$ cat src/rtl/lc4_store_buffer_if.sv
// Memory-stage <-> store buffer bundle, including the dmem port the buffer owns.
// master = memory stage / dmem side, slave = lc4_store_buffer.
interface lc4_store_buffer_if #(parameter int AW = 2);
  logic        gwe;
  logic        st_valid;
  logic [15:0] st_addr;
  logic [15:0] st_data;
  logic        ld_valid;
  logic [15:0] ld_addr;
  logic        full;
  logic        empty;
  logic [AW:0] count;
  logic        fwd_hit;
  logic [15:0] fwd_data;
  logic        ld_conflict;
  logic [15:0] dmem_addr;
  logic [15:0] dmem_in;
  logic        dmem_we;

  modport master (
    output gwe, st_valid, st_addr, st_data, ld_valid, ld_addr,
    input  full, empty, count, fwd_hit, fwd_data, ld_conflict,
           dmem_addr, dmem_in, dmem_we
  );

  modport slave (
    input  gwe, st_valid, st_addr, st_data, ld_valid, ld_addr,
    output full, empty, count, fwd_hit, fwd_data, ld_conflict,
           dmem_addr, dmem_in, dmem_we
  );
endinterface

$ cat src/rtl/lc4_store_buffer.sv
// LC4 store buffer: FIFO of stores drained into idle dmem cycles, with load hazard check.
// Define STORE_FWD_EN to forward matching store data instead of raising ld_conflict.
module lc4_store_buffer #(
  parameter int DEPTH = 4,
  parameter int AW    = 2
) (
  input logic            clk,
  input logic            rst,
  lc4_store_buffer_if.slave sb
);

  typedef struct packed {
    logic [15:0] addr;
    logic [15:0] data;
  } sb_ent_t;

  sb_ent_t [DEPTH-1:0] mem_q, mem_d;
  logic [AW-1:0]       head_q, head_d, tail_q, tail_d;
  logic [AW:0]         cnt_q, cnt_d;

  logic full, empty, drain, push, pop;
  logic hit;
  logic [AW-1:0] idx;
`ifdef STORE_FWD_EN
  logic [15:0] hit_data;
`endif

  assign full  = (cnt_q == (AW+1)'(DEPTH));
  assign empty = (cnt_q == '0);
  // Reset cycle never drains, so nothing reaches dmem while stores are discarded.
  assign drain = !rst && !sb.ld_valid && !empty;
  assign push  = !rst && sb.gwe && sb.st_valid && !full;
  assign pop   = drain && sb.gwe;

  always_comb begin
    mem_d  = mem_q;
    head_d = head_q;
    tail_d = tail_q;
    cnt_d  = cnt_q;
    if (push) begin
      mem_d[tail_q] = '{addr: sb.st_addr, data: sb.st_data};
      tail_d        = tail_q + AW'(1);
    end
    if (pop) head_d = head_q + AW'(1);
    case ({push, pop})
      2'b10:   cnt_d = cnt_q + (AW+1)'(1);
      2'b01:   cnt_d = cnt_q - (AW+1)'(1);
      default: cnt_d = cnt_q;
    endcase
  end

  always_ff @(posedge clk) begin
    if (rst) begin
      mem_q  <= '0;
      head_q <= '0;
      tail_q <= '0;
      cnt_q  <= '0;
    end else begin
      mem_q  <= mem_d;
      head_q <= head_d;
      tail_q <= tail_d;
      cnt_q  <= cnt_d;
    end
  end

  // Walk oldest to youngest so the last match seen is the one nearest tail.
  always_comb begin
    hit = 1'b0;
    idx = '0;
`ifdef STORE_FWD_EN
    hit_data = '0;
`endif
    for (int k = 0; k < DEPTH; k++) begin
      idx = head_q + AW'(k);
      if (((AW+1)'(k) < cnt_q) && (mem_q[idx].addr == sb.ld_addr)) begin
        hit = 1'b1;
`ifdef STORE_FWD_EN
        hit_data = mem_q[idx].data;
`endif
      end
    end
  end

`ifdef STORE_FWD_EN
  assign sb.fwd_hit     = sb.ld_valid && hit;
  assign sb.fwd_data    = sb.fwd_hit ? hit_data : 16'h0000;
  assign sb.ld_conflict = 1'b0;
`else
  assign sb.fwd_hit     = 1'b0;
  assign sb.fwd_data    = 16'h0000;
  assign sb.ld_conflict = sb.ld_valid && hit;
`endif

  always_comb begin
    sb.dmem_addr = 16'h0000;
    sb.dmem_in   = 16'h0000;
    sb.dmem_we   = 1'b0;
    if (sb.ld_valid) begin
      sb.dmem_addr = sb.ld_addr;
    end else if (drain) begin
      sb.dmem_addr = mem_q[head_q].addr;
      sb.dmem_in   = mem_q[head_q].data;
      sb.dmem_we   = sb.gwe;
    end
  end

  assign sb.full  = full;
  assign sb.empty = empty;
  assign sb.count = cnt_q;

endmodule

$ cat src/flat_wrapper.sv
// flat-port wrapper written by rule: the top's interface ports become plain ports
module lc4_store_buffer_flat 
#(
  parameter int DEPTH = 4,
  parameter int AW    = 2
)
  (clk, rst, sb_gwe, sb_st_valid, sb_st_addr, sb_st_data, sb_ld_valid, sb_ld_addr, sb_full, sb_empty, sb_count, sb_fwd_hit, sb_fwd_data, sb_ld_conflict, sb_dmem_addr, sb_dmem_in, sb_dmem_we);
  lc4_store_buffer_if #(.AW(AW)) sb_i ();
  input logic clk;
  input logic rst;
  input wire logic [$bits(sb_i.gwe)-1:0] sb_gwe;
  input wire logic [$bits(sb_i.st_valid)-1:0] sb_st_valid;
  input wire logic [$bits(sb_i.st_addr)-1:0] sb_st_addr;
  input wire logic [$bits(sb_i.st_data)-1:0] sb_st_data;
  input wire logic [$bits(sb_i.ld_valid)-1:0] sb_ld_valid;
  input wire logic [$bits(sb_i.ld_addr)-1:0] sb_ld_addr;
  output wire logic [$bits(sb_i.full)-1:0] sb_full;
  output wire logic [$bits(sb_i.empty)-1:0] sb_empty;
  output wire logic [$bits(sb_i.count)-1:0] sb_count;
  output wire logic [$bits(sb_i.fwd_hit)-1:0] sb_fwd_hit;
  output wire logic [$bits(sb_i.fwd_data)-1:0] sb_fwd_data;
  output wire logic [$bits(sb_i.ld_conflict)-1:0] sb_ld_conflict;
  output wire logic [$bits(sb_i.dmem_addr)-1:0] sb_dmem_addr;
  output wire logic [$bits(sb_i.dmem_in)-1:0] sb_dmem_in;
  output wire logic [$bits(sb_i.dmem_we)-1:0] sb_dmem_we;
  assign sb_i.gwe = sb_gwe;
  assign sb_i.st_valid = sb_st_valid;
  assign sb_i.st_addr = sb_st_addr;
  assign sb_i.st_data = sb_st_data;
  assign sb_i.ld_valid = sb_ld_valid;
  assign sb_i.ld_addr = sb_ld_addr;
  assign sb_full = sb_i.full;
  assign sb_empty = sb_i.empty;
  assign sb_count = sb_i.count;
  assign sb_fwd_hit = sb_i.fwd_hit;
  assign sb_fwd_data = sb_i.fwd_data;
  assign sb_ld_conflict = sb_i.ld_conflict;
  assign sb_dmem_addr = sb_i.dmem_addr;
  assign sb_dmem_in = sb_i.dmem_in;
  assign sb_dmem_we = sb_i.dmem_we;
  lc4_store_buffer #(.DEPTH(DEPTH), .AW(AW)) u_core (.clk(clk), .rst(rst), .sb(sb_i));
endmodule
$ cat config.mk
export PLATFORM = sky130hd
export DESIGN_NAME = lc4_store_buffer_flat
export DESIGN_NICKNAME = d
export VERILOG_FILES = /design/src/rtl/lc4_store_buffer_if.sv /design/src/rtl/lc4_store_buffer.sv /design/src/flat_wrapper.sv
export SDC_FILE = /design/constraint.sdc
export NUM_CORES = 1
export LEC_CHECK = 0
export BUFFER_PORTS_ARGS = -buffer_cell sky130_fd_sc_hd__buf_2
export CAP_MARGIN = 20
export CORE_MARGIN = 4
export CORE_UTILIZATION = 63
export DETAILED_ROUTE_END_ITERATION = 16
export PLACE_DENSITY = 0.86
export SYNTH_ARGS = -nofsm -noshare
export SYNTH_HDL_FRONTEND = slang
export SYNTH_SLANG_ARGS = --single-unit
$ cat constraint.sdc
create_clock -name clk -period 5 [get_ports clk]
set_input_delay 0.5 -clock clk [delete_from_list [all_inputs] [get_ports clk]]
set_output_delay 0.5 -clock clk [all_outputs]
set_load 0.1 [all_outputs]
# After elaboration in Yosys (flattened, before gate mapping)

Index checks and enable logic that the tools add are counted.

Register bits: 135
Input bits: 53
Output and inout bits: 56
Word-level logic and storage cells: 74

Add/subtract/negate cells: 6
Magnitude comparators: 10
Equality and inequality tests: 7
Muxes and demuxes: 22
Reduce and logical (&&, ||, !) cells: 18

Operator list:

| kind                                                        | count |
|---|---|
| binary-select mux 32 bit (select 2 bit)                     | 4 |
| 2-to-1 mux 32 bit                                           | 5 |
| bitwise mux 128 bit                                         | 1 |
| demux 32 bit (select 2 bit)                                 | 1 |
| equality test 16 bit                                        | 4 |
| 2-to-1 mux 16 bit                                           | 4 |
| less-than comparator 2 x 3 -> 1 bit (second input constant) | 5 |
| logical AND 1 bit                                           | 12 |
| less-than comparator 1 x 3 -> 1 bit (first input constant)  | 2 |
| less-than comparator 2 x 3 -> 1 bit (first input constant)  | 2 |
| 2-to-1 mux 1 bit                                            | 6 |
| case mux 3 bit (2 select lines)                             | 1 |
| adder 2 x 1 -> 2 bit (second input constant)                | 2 |
| adder 2 bit (second input constant)                         | 2 |
| logical NOT 1 bit                                           | 4 |
| adder 3 x 1 -> 3 bit (second input constant)                | 1 |
| equality test 3 bit (second input constant)                 | 1 |
| logical NOT 3 bit                                           | 1 |
| subtractor 3 x 1 -> 3 bit (second input constant)           | 1 |
| equality test 2 x 1 -> 1 bit (second input constant)        | 1 |
| equality test 2 bit (second input constant)                 | 1 |
| >= comparator 2 x 1 -> 1 bit (second input constant)        | 1 |
| nonzero test 2 bit                                          | 1 |

# Logic depth before layout (Yosys ltp)

Gate-level depths: netlist of the first run.

Depth after elaboration: 9
Mapped depth: 10
Depth with buffers taken out: 10

# Least setup slack after synthesis of the first run

Ideal clock, no wire load.

Path type: reg2out
From: register u_core.cnt_q[0], in the netlist u_core.sb.count[0]
To: output sb_dmem_addr[9]
Data arrival time: 5.254 ns
Required time: 4.500 ns
Path slack: -0.754 ns
Stages on the path, launching flop included: 5
Path buffers: 0
Path through: dfxtp_1 > inv_1 > ha_1 > nor2b_1 > o41ai_1

Longest elaborated chain between the ends: 5

RTL lines:

| item                   | line                    | source |
|---|---|---|
| from (decl)            | lc4_store_buffer.sv:19  | `logic [AW:0] cnt_q, cnt_d;` |
| from (signal assigned) | lc4_store_buffer.sv:62  | `cnt_q <= cnt_d;` |
| logical NOT 3 bit      | lc4_store_buffer.sv:29  | `assign empty = (cnt_q == '0);` |
| named net sb_empty     | flat_wrapper.sv:18      | `output wire logic [$bits(sb_i.empty)-1:0] sb_empty;` |
| logical NOT 1 bit      | lc4_store_buffer.sv:31  | `assign drain = !rst && !sb.ld_valid && !empty;` |
| logical AND 1 bit      | lc4_store_buffer.sv:31  |  |
| 2-to-1 mux 16 bit      | lc4_store_buffer.sv:100 | `end else if (drain) begin` |
| 2-to-1 mux 16 bit      | lc4_store_buffer.sv:98  | `if (sb.ld_valid) begin` |
| to (decl)              | flat_wrapper.sv:23      | `output wire logic [$bits(sb_i.dmem_addr)-1:0] sb_dmem_addr;` |

The timed path passes the listed nets, and every way through them passes these cells.

# Worst setup path after layout of the first run

From: register u_core.head_q[1]
To: output sb_ld_conflict

Longest elaborated chain between the ends: 9
Elaborated cells on any way between the ends: 24
Classes of those cells: 3 x add/sub; 4 x eq/ne; 12 x mux; 5 x reduce/logical

RTL lines:

| item                                                                                   | line                                           | source |
|---|---|---|
| from (decl)                                                                            | lc4_store_buffer.sv:18                         | `logic [AW-1:0] head_q, head_d, tail_q, tail_d;` |
| from (signal assigned)                                                                 | lc4_store_buffer.sv:55                         | `head_q <= '0;` |
| from (signal assigned)                                                                 | lc4_store_buffer.sv:60                         | `head_q <= head_d;` |
| adder 2 x 1 -> 2 bit / binary-select mux 32 bit (select 2 bit) (equally long branches) | lc4_store_buffer.sv:74, lc4_store_buffer.sv:75 |  |
| binary-select mux 32 bit (select 2 bit) / 2-to-1 mux 32 bit (equally long branches)    | lc4_store_buffer.sv:75                         | `if (((AW+1)'(k) < cnt_q) && (mem_q[idx].addr == sb.ld_addr)) begin` |
| 2-to-1 mux 32 bit (not written as such) / equality test 16 bit (equally long branches) | lc4_store_buffer.sv:75                         |  |
| equality test 16 bit / logical AND 1 bit (equally long branches)                       | lc4_store_buffer.sv:75                         |  |
| logical AND 1 bit / 2-to-1 mux 1 bit (equally long branches)                           | lc4_store_buffer.sv:75                         |  |
| 2-to-1 mux 1 bit (2 in series)                                                         | lc4_store_buffer.sv:75                         |  |
| 2-to-1 mux 1 bit *                                                                     | lc4_store_buffer.sv:75                         |  |
| logical AND 1 bit *                                                                    | lc4_store_buffer.sv:91                         | `assign sb.ld_conflict = sb.ld_valid && hit;` |
| to (decl)                                                                              | flat_wrapper.sv:22                             | `output wire logic [$bits(sb_i.ld_conflict)-1:0] sb_ld_conflict;` |

Mark *: on every way between the ends. The rest lies on a longest branch, timed or not. The select of a mux whose other input is x is not followed.

==> results of run 1 <==
## stage by stage
step / cells / hold slack (ns) / power [mW]
final: 1133 / 0.316 / 2.80
after global routing: 1133 / 0.320 / 2.88
after CTS: 1132 / 0.310 / 2.80
after detailed placement: 1100 / 0.461 / 1.55
after global placement: 1100 / 0.456 / 1.54
after floorplan: 929 / 0.446 / 1.47
## logic make-up after synthesis
kind of cell             synth area share
other                            0.000447
flip-flops                          0.322
adder cells (fa/ha/maj)            0.0134
buffers and inverters              0.0647
multiplexers                        0.211
XOR/XNOR                           0.0740
AO/OA/AOI/OAI                       0.116
AND/OR/NAND/NOR                     0.199
## synthesized netlist by cell type, types with 3 or more instances
master    count
nor2_1        7
a22o_1       10
buf_2        10
o21ai_0     133
and2_1       22
a21oi_1       4
mux4_2       66
xnor2_1      44
nand2b_1    133
dfxtp_1     135
buf_1         5
nand3_1       3
inv_1         7
nand4_1       8
nand2_1     139
a32o_1        5
buf_6         4
ha_1          9
xor2_1       27
nor3_1        4
clkbuf_1     60
mux2i_1      27
nor4_1        5
buf_4        21
## sequential cells by signal, indices dropped and copies added, names as in the netlist
signal / count
u_core.mem_q: 128
u_core.sb.count: 3
u_core.head_q: 2
u_core.tail_q: 2
## final cells by class
| cell class | instances | area (um^2) | area share |
|---|---|---|---|
| Clock inverter | 14 | 165 | 0.0177 |
| Inverter | 7 | 26.3 | 0.00281 |
| Tap cell | 172 | 215 | 0.0231 |
| Sequential cell | 135 | 2720 | 0.291 |
| Multi-Input combinational cell | 686 | 5230 | 0.560 |
| Clock buffer | 18 | 429 | 0.0460 |
| Timing Repair Buffer | 101 | 556 | 0.0595 |
## worst max-delay path, stage by stage (launching register included)
cell and delay [ns]:
dfxtp_4 1.04, buf_4 0.40, mux4_2 0.35, xnor2_1 0.23
nand3_1 0.13, nor4_1 0.30, nand3_1 0.14, a41oi_2 0.21
buf_2 0.46
## report_power, final
group          switching, mW  internal (mW)  total, mW  leakage (nW)
combinational          0.276          0.123      0.400          1.85
clock                  0.517          0.749       1.27         0.290
sequential            0.0311           1.10       1.13          1.10
total                  0.824           1.97       2.80          3.24
## routing by layer
layer | GRT usage | vias to the layer above
met4 | 0.138 | 0
met2 | 0.443 | 314
met5 | 0 | -
met1 | 0.381 | 3334
met3 | 0.0636 | 58
li1 | - | 3195
## worst max path at each step
stage / start / end / slack (ns)
global placement: u_core.head_q[1] / sb_ld_conflict / 1.38
floorplan: u_core.head_q[1] / sb_dmem_addr[9] / 0.04
global route: u_core.head_q[1] / sb_ld_conflict / 0.57
finish: u_core.head_q[1] / sb_ld_conflict / 0.78
detailed placement: u_core.head_q[1] / sb_ld_conflict / 1.31
CTS: u_core.head_q[1] / sb_ld_conflict / 0.84
==> summary.md, run 1 <==
| Metric | Value |
|---|---|
| Status | `finished, final reports clean` |
| Sequential area share after synthesis | `0.322` |
| Met2 WL | `9960 um` |
| Min Tclk post-route | `4.22 ns` |
| Clk slew on worst S/H paths | `0.06 ns` |
| PwrDens | `300 mW/mm^2` |
| PortBufs | `91` |
| Row Count | `41` |
| Pre-Repair DR Iteration Count | `5` |
| Hold endpoint | `u_core.mem_q[14]` |
| Starting Density | `0.655` |
| Max VDD drop | `0.000368 V` |
| Most frequent cells in the layout | `nand2_1 (139), nand2b_1 (133), o21ai_0 (133), dfxtp_1 (130), buf_2 (91)` |
| CTS tree | `done` |
| # hold bufs at CTS | `0` |
| Top-Level Pins | `109` |
| Die Y | `123 um` |
| Mapped Cells | `913` |
| Die X-Extent | `123 um` |
| R2R cell count | `8` |
| Critical Path Start Type | `register` |
| Cell area after layout | `0.00934 mm^2` |
| CP arrival | `3.72 ns` |
| DR vias | `6901` |
| Yosys top cell area share | `0.322` |
| Reg2reg end | `u_core.sb.count[2]` |
| Final Util | `0.728` |
| RSZ-0062 raised after global routing | `false` |
| Drt drc | `0` |
| Grt ovf | `0` |
| Kind of critical path | `reg2out` |
| Clk Latency, worst-skew pair | `0.43 ns` |
| Num CTS Buffers | `17` |
| Area Growth Syn to Fin | `11.2%` |
| Detailed placer's ending HPWL | `13600 um` |
| Slew margin rel. | `0.294` |
| # clock sinks | `135` |
| Fin crit share | `0.845` |
| Initial DRC Count | `809` |
| Synth area leaders | `dfxtp_1 (32%), mux4_2 (18%), nand2b_1 (9.9%)` |
| Number of flops mapped to enable cells by yosys | `0` |
| Syn avg cell area | `9.20 um^2` |
| Htree depth | `4` |
| Min-delay worst type | `in2reg` |
| Initial antenna violation count | `0` |
| Post-DP Area | `0.00872 mm^2` |
| WL/cell | `18.6 um` |
| Fillers | `941` |
| DRT met1 WL | `8880 um` |
| Yosys reg bits | `135` |
| Final ANT Viol Nets | `0` |
| Tot GR Track Use | `0.286` |
| Setup slack, reg-to-reg | `2.54 ns` |
| Final Hold Vio Count | `0` |
| Post-CTS sizing | `0` |
| Worst Setup End Kind | `output port` |
| Core ar. | `0.0128 mm^2` |
| Max Cap Viol | `0` |
| Met3 routed WL | `1570 um` |
| First-pass GRT wire length | `33900 um` |
| Tightest Pin Transition | `1.06 ns` |
| Leakage | `3.24 nW` |
| Vias per cell | `6.09` |
| Total negative slack | `0 ns` |
| Clk_skew | `0.00951 ns` |
| Synthesized area | `0.00840 mm^2` |
| Cell at the root of the clock tree | `clkbuf_16` |
| WP data required | `4.50 ns` |
| Setup Buffers After CTS | `0` |
| Layout cells sized above 1 | `0.222` |
| Critical-path maximum fanout | `81` |
| Max-slew violation count | `0` |
| Top FF cell, synth | `dfxtp_1` |
| Final worst slack | `0.775 ns` |
| Number of global-route vias before repair | `6785` |
| Synth warnings | `0` |
| Largest net degree at the start of global routing | `137` |
| Max clock buf depth | `2` |
| Post-synth top area cell | `dfxtp_1` |
| Hold wc startpoint | `sb_st_data[14]` |
| Max Used Layer | `met4` |
| Most common library cell in the layout ignoring fill and taps | `nand2_1` |
| Ys async rst share | `0` |
| DIE AREA | `0.0152 mm^2` |
| Net count reported at finish | `1010` |
| # diodes | `0` |
| Post-Route WL | `21100 um` |
| Dpl ws | `1.31 ns` |
| Crit Reg-Reg Startpoint | `u_core.sb.count[0]` |
| Worst Hold Depth | `3` |
| Gpl congestion | `0.944` |
| Synth cell types | `43` |
| Final setup viols | `0` |
| Max Clock Freq | `0.237 GHz` |
Power figures use the tool's default switching activity.
==> run 2: changes to the inputs <==
Settings changed: ABC_AREA set to 1, CORE_UTILIZATION 63 to 53, PLACE_DENSITY 0.86 to 0.77.
Clock period 5 ns to 3.47 ns, I/O delays scaled along.
==> run 2 against run 1 <==
  * Critical endpoint unchanged
  * Largest cell class unchanged
  * Clock-buffer cell count stayed put
  * The run now ends with design-rule violations left
  * Highest routed layer is now met5
  * Critical path depth is 6 higher
  * Setup slack worse by 0.53 ns
  * Sequential power is 43% higher
  * Clock power is 40% higher
==> summary.md, run 2 <==
| Metric | Value |
|---|---|
| Status | `finished, violations left (was finished, final reports clean)` |
| Failing checks | `design-rule violations` |
| Seq pwr share | `0.392 (was 0.405)` |
| Max Clock Freq | `0.310 GHz` |
| PortBufs | `91 (unchanged)` |
| Number of global-route vias before repair | `8001 (was 6785)` |
| Sequential area share after synthesis | `0.327 (was 0.322)` |
| Grt ovf | `0 (unchanged)` |
| Syn avg cell area | `6.12 um^2 (was 9.20 um^2)` |
| Cell at the root of the clock tree | `clkbuf_16 (unchanged)` |
| Post-synth top area cell | `dfxtp_1 (unchanged)` |
| Max-slew violation count | `0 (unchanged)` |
| Hold endpoint | `u_core.mem_q[42] (was u_core.mem_q[14])` |
| Top cells by count, synth | `nand2_1 (575), dfxtp_1 (135), nand3_1 (117), inv_1 (108), o21ai_0 (88) (was nand2_1 (139), dfxtp_1 (135), nand2b_1 (133), o21ai_0 (133), mux4_2 (66))` |
| Hold wc startpoint | `sb_st_data[10] (was sb_st_data[14])` |
| Initial DRC Count | `837 (was 809)` |
| Mapped Cells | `1350 (was 913)` |
| Final Hold Vio Count | `0 (unchanged)` |
| # hold bufs at CTS | `0 (unchanged)` |
| Max Cap Viol | `0 (unchanged)` |
| First-pass GRT wire length | `40000 um (was 33900 um)` |
| Dpl ws | `0.787 ns (was 1.31 ns)` |
| Ys async rst share | `0 (unchanged)` |
| Worst Setup End Kind | `output port (unchanged)` |
| Setup Buffers After CTS | `0 (unchanged)` |
| Largest net degree at the start of global routing | `77 (was 137)` |
| Most frequent cells in the layout | `nand2_1 (575), dfxtp_1 (131), nand3_1 (117), inv_1 (108), buf_2 (90) (was nand2_1 (139), nand2b_1 (133), o21ai_0 (133), dfxtp_1 (130), buf_2 (91))` |
| WP data required | `3.12 ns (was 4.50 ns)` |
| Clk_skew | `0.00829 ns (was 0.00951 ns)` |
| R2R cell count | `12 (was 8)` |
| Max clock buf depth | `2 (unchanged)` |
| Max VDD drop | `0.000354 V (was 0.000368 V)` |
| Gpl congestion | `1.04 (was 0.944)` |
| Pint | `2.82 mW (was 1.97 mW)` |
| Post-DP Area | `0.00900 mm^2 (was 0.00872 mm^2)` |
| Clk Latency, worst-skew pair | `0.42 ns (was 0.43 ns)` |
| Crit Reg-Reg Startpoint | `u_core.sb.count[0] (unchanged)` |
| Top FF cell, synth | `dfxtp_1 (unchanged)` |
| Critical Path Start Type | `register (unchanged)` |
| Clk slew on worst S/H paths | `0.06 ns (about the same)` |
| PwrDens | `431 mW/mm^2 (was 300 mW/mm^2)` |
| Post-Route WL | `24900 um (was 21100 um)` |
| Switching Fraction | `0.316 (was 0.295)` |
| Max reg flops | `128 (unchanged)` |
| Leakage | `4.00 nW (was 3.24 nW)` |
| Starting Density | `0.541 (was 0.655)` |
| Post-CTS sizing | `0 (unchanged)` |
| CTS tree | `done (unchanged)` |
| Net count reported at finish | `1461 (was 1010)` |
| Row Count | `45 (was 41)` |
| Yosys top cell area share | `0.327 (was 0.322)` |
| Layout cells sized above 1 | `0.132 (was 0.222)` |
| Core ar. | `0.0153 mm^2 (was 0.0128 mm^2)` |
| Slew margin rel. | `0.375 (was 0.294)` |
| # diodes | `0 (unchanged)` |
| Most common library cell in the layout ignoring fill and taps | `nand2_1 (unchanged)` |
| Drt drc | `2 (was 0)` |
| Pre-Repair DR Iteration Count | `11 (was 5)` |
| Detailed placer's ending HPWL | `16700 um (was 13600 um)` |
| Num CTS Buffers | `17 (unchanged)` |
| Final worst slack | `0.244 ns (was 0.775 ns)` |
| Htree depth | `4 (unchanged)` |
| Top-Level Pins | `109 (unchanged)` |
| RSZ-0062 raised after global routing | `false (unchanged)` |
| Most flop-heavy register | `u_core.mem_q (unchanged)` |
| DR vias | `8945 (was 6901)` |
| Tightest Pin Transition | `0.938 ns (was 1.06 ns)` |
| Synth area leaders | `dfxtp_1 (33%), nand2_1 (26%), nand3_1 (7.1%) (was dfxtp_1 (32%), mux4_2 (18%), nand2b_1 (9.9%))` |
| # clock sinks | `135 (unchanged)` |
| Min-delay worst type | `in2reg (unchanged)` |
| Clock Power Share | `0.431 (was 0.453)` |
| Setup slack, reg-to-reg | `0.88 ns (was 2.54 ns)` |
| Synth cell types | `26 (was 43)` |
| Yosys reg bits | `135 (unchanged)` |
| Worst setup path start | `u_core.head_q[0] (was u_core.head_q[1])` |
| DIE AREA | `0.0176 mm^2 (was 0.0152 mm^2)` |
| Final setup viols | `0 (unchanged)` |
| Sw Pwr | `1.30 mW (was 0.824 mW)` |
| Final ANT Viol Nets | `0 (unchanged)` |
| Tot GR Track Use | `0.278 (was 0.286)` |
| Initial antenna violation count | `1 (was 0)` |
| Fin crit share | `0.930` |
| Synthesized area | `0.00826 mm^2 (was 0.00840 mm^2)` |
| Cell area after layout | `0.00958 mm^2 (was 0.00934 mm^2)` |
| Area Growth Syn to Fin | `16.1% (was 11.2%)` |
| Die X-Extent | `133 um (was 123 um)` |
| Worst Hold Depth | `3 (unchanged)` |
| Critical-path maximum fanout | `62 (was 81)` |
| Reg2reg end | `u_core.sb.count[2] (unchanged)` |
| Count leader, synth | `nand2_1 (unchanged)` |
| Vias per cell | `5.51 (was 6.09)` |
| Min Tclk post-route | `3.23 ns` |
| Part of the power in combinational logic | `0.177 (was 0.143)` |
| Die Y | `133 um (was 123 um)` |
| CP arrival | `2.88 ns (was 3.72 ns)` |
| Number of flops mapped to enable cells by yosys | `0 (unchanged)` |
| Kind of critical path | `reg2out (unchanged)` |
| WL/cell | `15.3 um (was 18.6 um)` |
| Synth warnings | `0 (unchanged)` |
run 2: cell count changes in the layout (fill, tap and decap cells not counted), moves of 45 or more:
cell,previous run,this run
nand2_1,139,575
nand2b_1,133,0
nand3_1,3,117
inv_1,7,108
o31ai_1,1,73
mux4_2,66,0
o21ai_0,133,88
run 2: logic make-up (layout without fill, tap and decap cells):
group           Yosys count  in the layout  share of synthesized area
simple gates            757            757                      0.363
compound gates          230            230                      0.176
xor+xnor                 10             10                     0.0106
fa+ha+maj                 9              9                     0.0136
other cells               1             17                   0.000454
buf+inv                 208            253                      0.109
flops                   135            135                      0.327
run 2: final cells by class:
type / count / area, um^2
Fill cell: 1454 / 5680
Multi-Input combinational cell: 1023 / 4990
Sequential cell: 135 / 2710
Timing Repair Buffer: 109 / 618
Clock buffer: 18 / 429
Inverter: 113 / 424
Tap cell: 211 / 264
Clock inverter: 13 / 146
run 2: critical path: stages (launching register included):
cell     delay (ns)
dfxtp_2        0.37
buf_4          0.48
o21ai_0        0.32
nand2_1        0.15
nand2_1        0.06
nand2_1        0.05
nand2_1        0.04
nor2_1         0.16
nand2_1        0.07
nor2_1         0.14
nand3_1        0.09
nand2_1        0.06
nor2_1         0.05
nor2_1         0.18
buf_12         0.21
run 2: per-layer routing:
layer	vias to the layer above	GRT usage	wire (um)
li1	4463	-	-
met1	4047	0.378	11200
met2	378	0.434	10900
met3	55	0.0627	2170
met4	2	0.104	638
met5	-	0	8
run 2: worst max path at each step:
stage | end | cells past startpoint
4_1_cts | sb_ld_conflict | 14
3_3_place_gp | sb_ld_conflict | 14
3_5_place_dp | sb_ld_conflict | 14
2_1_floorplan | sb_dmem_addr[10] | 8
6_report | sb_ld_conflict | 14
5_1_grt | sb_ld_conflict | 14
run 2: power groups by stage:
stage                     clock network, mW  logic [mW]  registers [mW]
after detailed placement                  0       0.715            1.65
after CTS                              1.80       0.719            1.62
final                                  1.78       0.728            1.62
after global placement                    0       0.710            1.65
after floorplan                           0       0.548            1.66
after global routing                   1.88       0.786            1.62
run 2: per-stage QoR:
stage	hold slack (ns)	setup TNS, ns	util	power [mW]	instances
after floorplan	0.446	-0.880	-	2.21	1366
after global placement	0.459	0	0.590	2.36	1591
after detailed placement	0.463	0	0.590	2.37	1591
after CTS	0.161	0	0.628	4.13	1622
after global routing	0.162	0	0.628	4.29	1622
final	0.168	0	0.628	4.12	1622
==> run 3: changes to the inputs <==
Settings changed: REMOVE_ABC_BUFFERS set to 1.
==> run 3 against run 2 <==
  * The run now ends clean
  * Sequential power about the same
  * Final area grew 2.3%
  * Non-clock buffer count down 1
  * Critical path depth stayed put
  * First-iteration DRC count decreased by 10%
  * Total power shrank 3.0%
  * Setup slack improved by 0.11 ns
  * Worst hold slack lost 0.013 ns
  * Clock skew increased by 0.0014 ns
==> summary.md, run 3 (same netlist as run 2, synthesis figures left out) <==
| Metric | Value |
|---|---|
| Status | `finished, final reports clean (was finished, violations left)` |
| Most flop-heavy register | `u_core.mem_q (unchanged)` |
| Tightest Pin Transition | `0.672 ns (was 0.938 ns)` |
| Cell at the root of the clock tree | `clkbuf_16 (unchanged)` |
| Drt drc | `0 (was 2)` |
| Pre-Repair DR Iteration Count | `6 (was 11)` |
| Starting Density | `0.541 (unchanged)` |
| Max Cap Viol | `0 (unchanged)` |
| DIE AREA | `0.0176 mm^2 (unchanged)` |
| Htree depth | `4 (unchanged)` |
| Dpl ws | `0.785 ns (was 0.787 ns)` |
| # diodes | `0 (unchanged)` |
| Worst Setup End Kind | `output port (unchanged)` |
| Fin crit share | `0.898 (was 0.930)` |
| RSZ-0062 raised after global routing | `false (unchanged)` |
| Tot GR Track Use | `0.267 (was 0.278)` |
| Row Count | `45 (unchanged)` |
| Min-delay worst type | `in2reg (unchanged)` |
| Placed insts | `1590 (was 1591)` |
| Worst setup path start | `u_core.head_q[1] (was u_core.head_q[0])` |
| First-pass GRT wire length | `39000 um (was 40000 um)` |
| Gpl congestion | `1.06 (was 1.04)` |
| Grt ovf | `0 (unchanged)` |
| CTS tree | `done (unchanged)` |
| Num CTS Buffers | `17 (unchanged)` |
| Max clock buf depth | `2 (unchanged)` |
| Final worst slack | `0.355 ns (was 0.244 ns)` |
| Post-DP Area | `0.00926 mm^2 (was 0.00900 mm^2)` |
| Initial DRC Count | `751 (was 837)` |
| Post-CTS sizing | `0 (unchanged)` |
| Post-Route WL | `23500 um (was 24900 um)` |
| Max reg flops | `128 (unchanged)` |
| Largest net degree at the start of global routing | `61 (was 77)` |
| Most common library cell in the layout ignoring fill and taps | `nand2_1 (unchanged)` |
| Most frequent cells in the layout | `nand2_1 (575), dfxtp_1 (134), nand3_1 (117), inv_1 (108), o21ai_0 (88) (was nand2_1 (575), dfxtp_1 (131), nand3_1 (117), inv_1 (108), buf_2 (90))` |
| Max Clock Freq | `0.321 GHz (was 0.310 GHz)` |
| Area Growth Syn to Fin | `18.7% (was 16.1%)` |
| Clk slew on worst S/H paths | `0.06 ns (about the same)` |
| Core ar. | `0.0153 mm^2 (unchanged)` |
| Vias per cell | `5.44 (was 5.51)` |
| Number of global-route vias before repair | `8150 (was 8001)` |
| Initial antenna violation count | `0 (was 1)` |
| # hold bufs at CTS | `0 (unchanged)` |
| Net count reported at finish | `1460 (was 1461)` |
| Post-Layout Cell Count | `1622 (unchanged)` |
| WL/cell | `14.5 um (was 15.3 um)` |
| Critical Path Start Type | `register (unchanged)` |
| Clk_skew | `0.00966 ns (was 0.00829 ns)` |
| Leakage | `4.07 nW (was 4.00 nW)` |
| Layout cells sized above 1 | `0.105 (was 0.132)` |
| Die X-Extent | `133 um (unchanged)` |
| WP data required | `3.12 ns (about the same)` |
| Crit Reg-Reg Startpoint | `u_core.sb.count[0] (unchanged)` |
| Final setup viols | `0 (unchanged)` |
| Top-Level Pins | `109 (unchanged)` |
| Total negative slack | `0 ns (unchanged)` |
| Min Tclk post-route | `3.12 ns (was 3.23 ns)` |
| CP arrival | `2.77 ns (was 2.88 ns)` |
| Die Y | `133 um (unchanged)` |
| Detailed placer's ending HPWL | `16800 um (was 16700 um)` |
| PortBufs | `91 (unchanged)` |
| Slew margin rel. | `0.552 (was 0.375)` |
| Final Hold Vio Count | `0 (unchanged)` |
| Max-slew violation count | `0 (unchanged)` |
| PwrDens | `408 mW/mm^2 (was 431 mW/mm^2)` |
| Critical-path maximum fanout | `39 (was 62)` |
| Cell area after layout | `0.00980 mm^2 (was 0.00958 mm^2)` |
| Hold wc startpoint | `sb_st_addr[3] (was sb_st_data[10])` |
| Max VDD drop | `0.000342 V (was 0.000354 V)` |
| Power Total | `4.00 mW (was 4.12 mW)` |
| Clk Latency, worst-skew pair | `0.44 ns (was 0.42 ns)` |
| Setup Buffers After CTS | `0 (unchanged)` |
| DR vias | `8826 (was 8945)` |
| Kind of critical path | `reg2out (unchanged)` |
| Final ANT Viol Nets | `0 (unchanged)` |
| # clock sinks | `135 (unchanged)` |
==> run 3: worst max-delay path: stages (launching register included) <==
cell and delay [ns]:
dfxtp_1 0.42, nand2_2 0.25, nand2_1 0.16, buf_6 0.28
nand2_1 0.12, nand3_1 0.10, nand2_1 0.05, nor2_1 0.12
nand2_1 0.06, nor2_1 0.10, nand3_1 0.08, nand2_1 0.07
nor2_1 0.04, nor2_1 0.24, buf_12 0.22
==> run 3: final cells by class <==
| class | instances | area (um^2) |
|---|---|---|
| clock inverters | 13 | 98.8 |
| multi-input cells | 1023 | 4740 |
| inverters | 113 | 424 |
| repair buffers | 108 | 1140 |
| flip-flops and latches | 135 | 2700 |
| well taps | 211 | 264 |
| clock buffers | 19 | 433 |
| fillers | 1409 | 5460 |
==> run 3: routing by layer <==
layer	track usage	routed length, um
met5	0	0
met4	0.111	806
met3	0.0589	1830
met2	0.443	10800
met1	0.335	10100
==> run 3: power breakdown <==
group	leakage, nW	internal [mW]	switching, mW
Sequential	1.09	1.59	0.0262
Clock	0.255	0.918	0.736
Combinational	2.72	0.198	0.533
Total	4.07	2.71	1.30
==> run 3: worst paths after layout <==
kind,endpoint,slack (ns),depth (start not counted)
hold reg to reg,u_core.mem_q[110],0.47,2
hold / removal,u_core.mem_q[115],0.15,3
setup / recovery,sb_ld_conflict,0.35,14
setup reg to reg,u_core.sb.count[2],1.00,13
==> run 3: per-stage QoR <==
stage               hold slack (ns)   util
floorplan                     0.425      -
global placement              0.459  0.607
detailed placement            0.460  0.607
CTS                           0.154  0.642
global route                  0.167  0.642
finish                        0.154  0.642
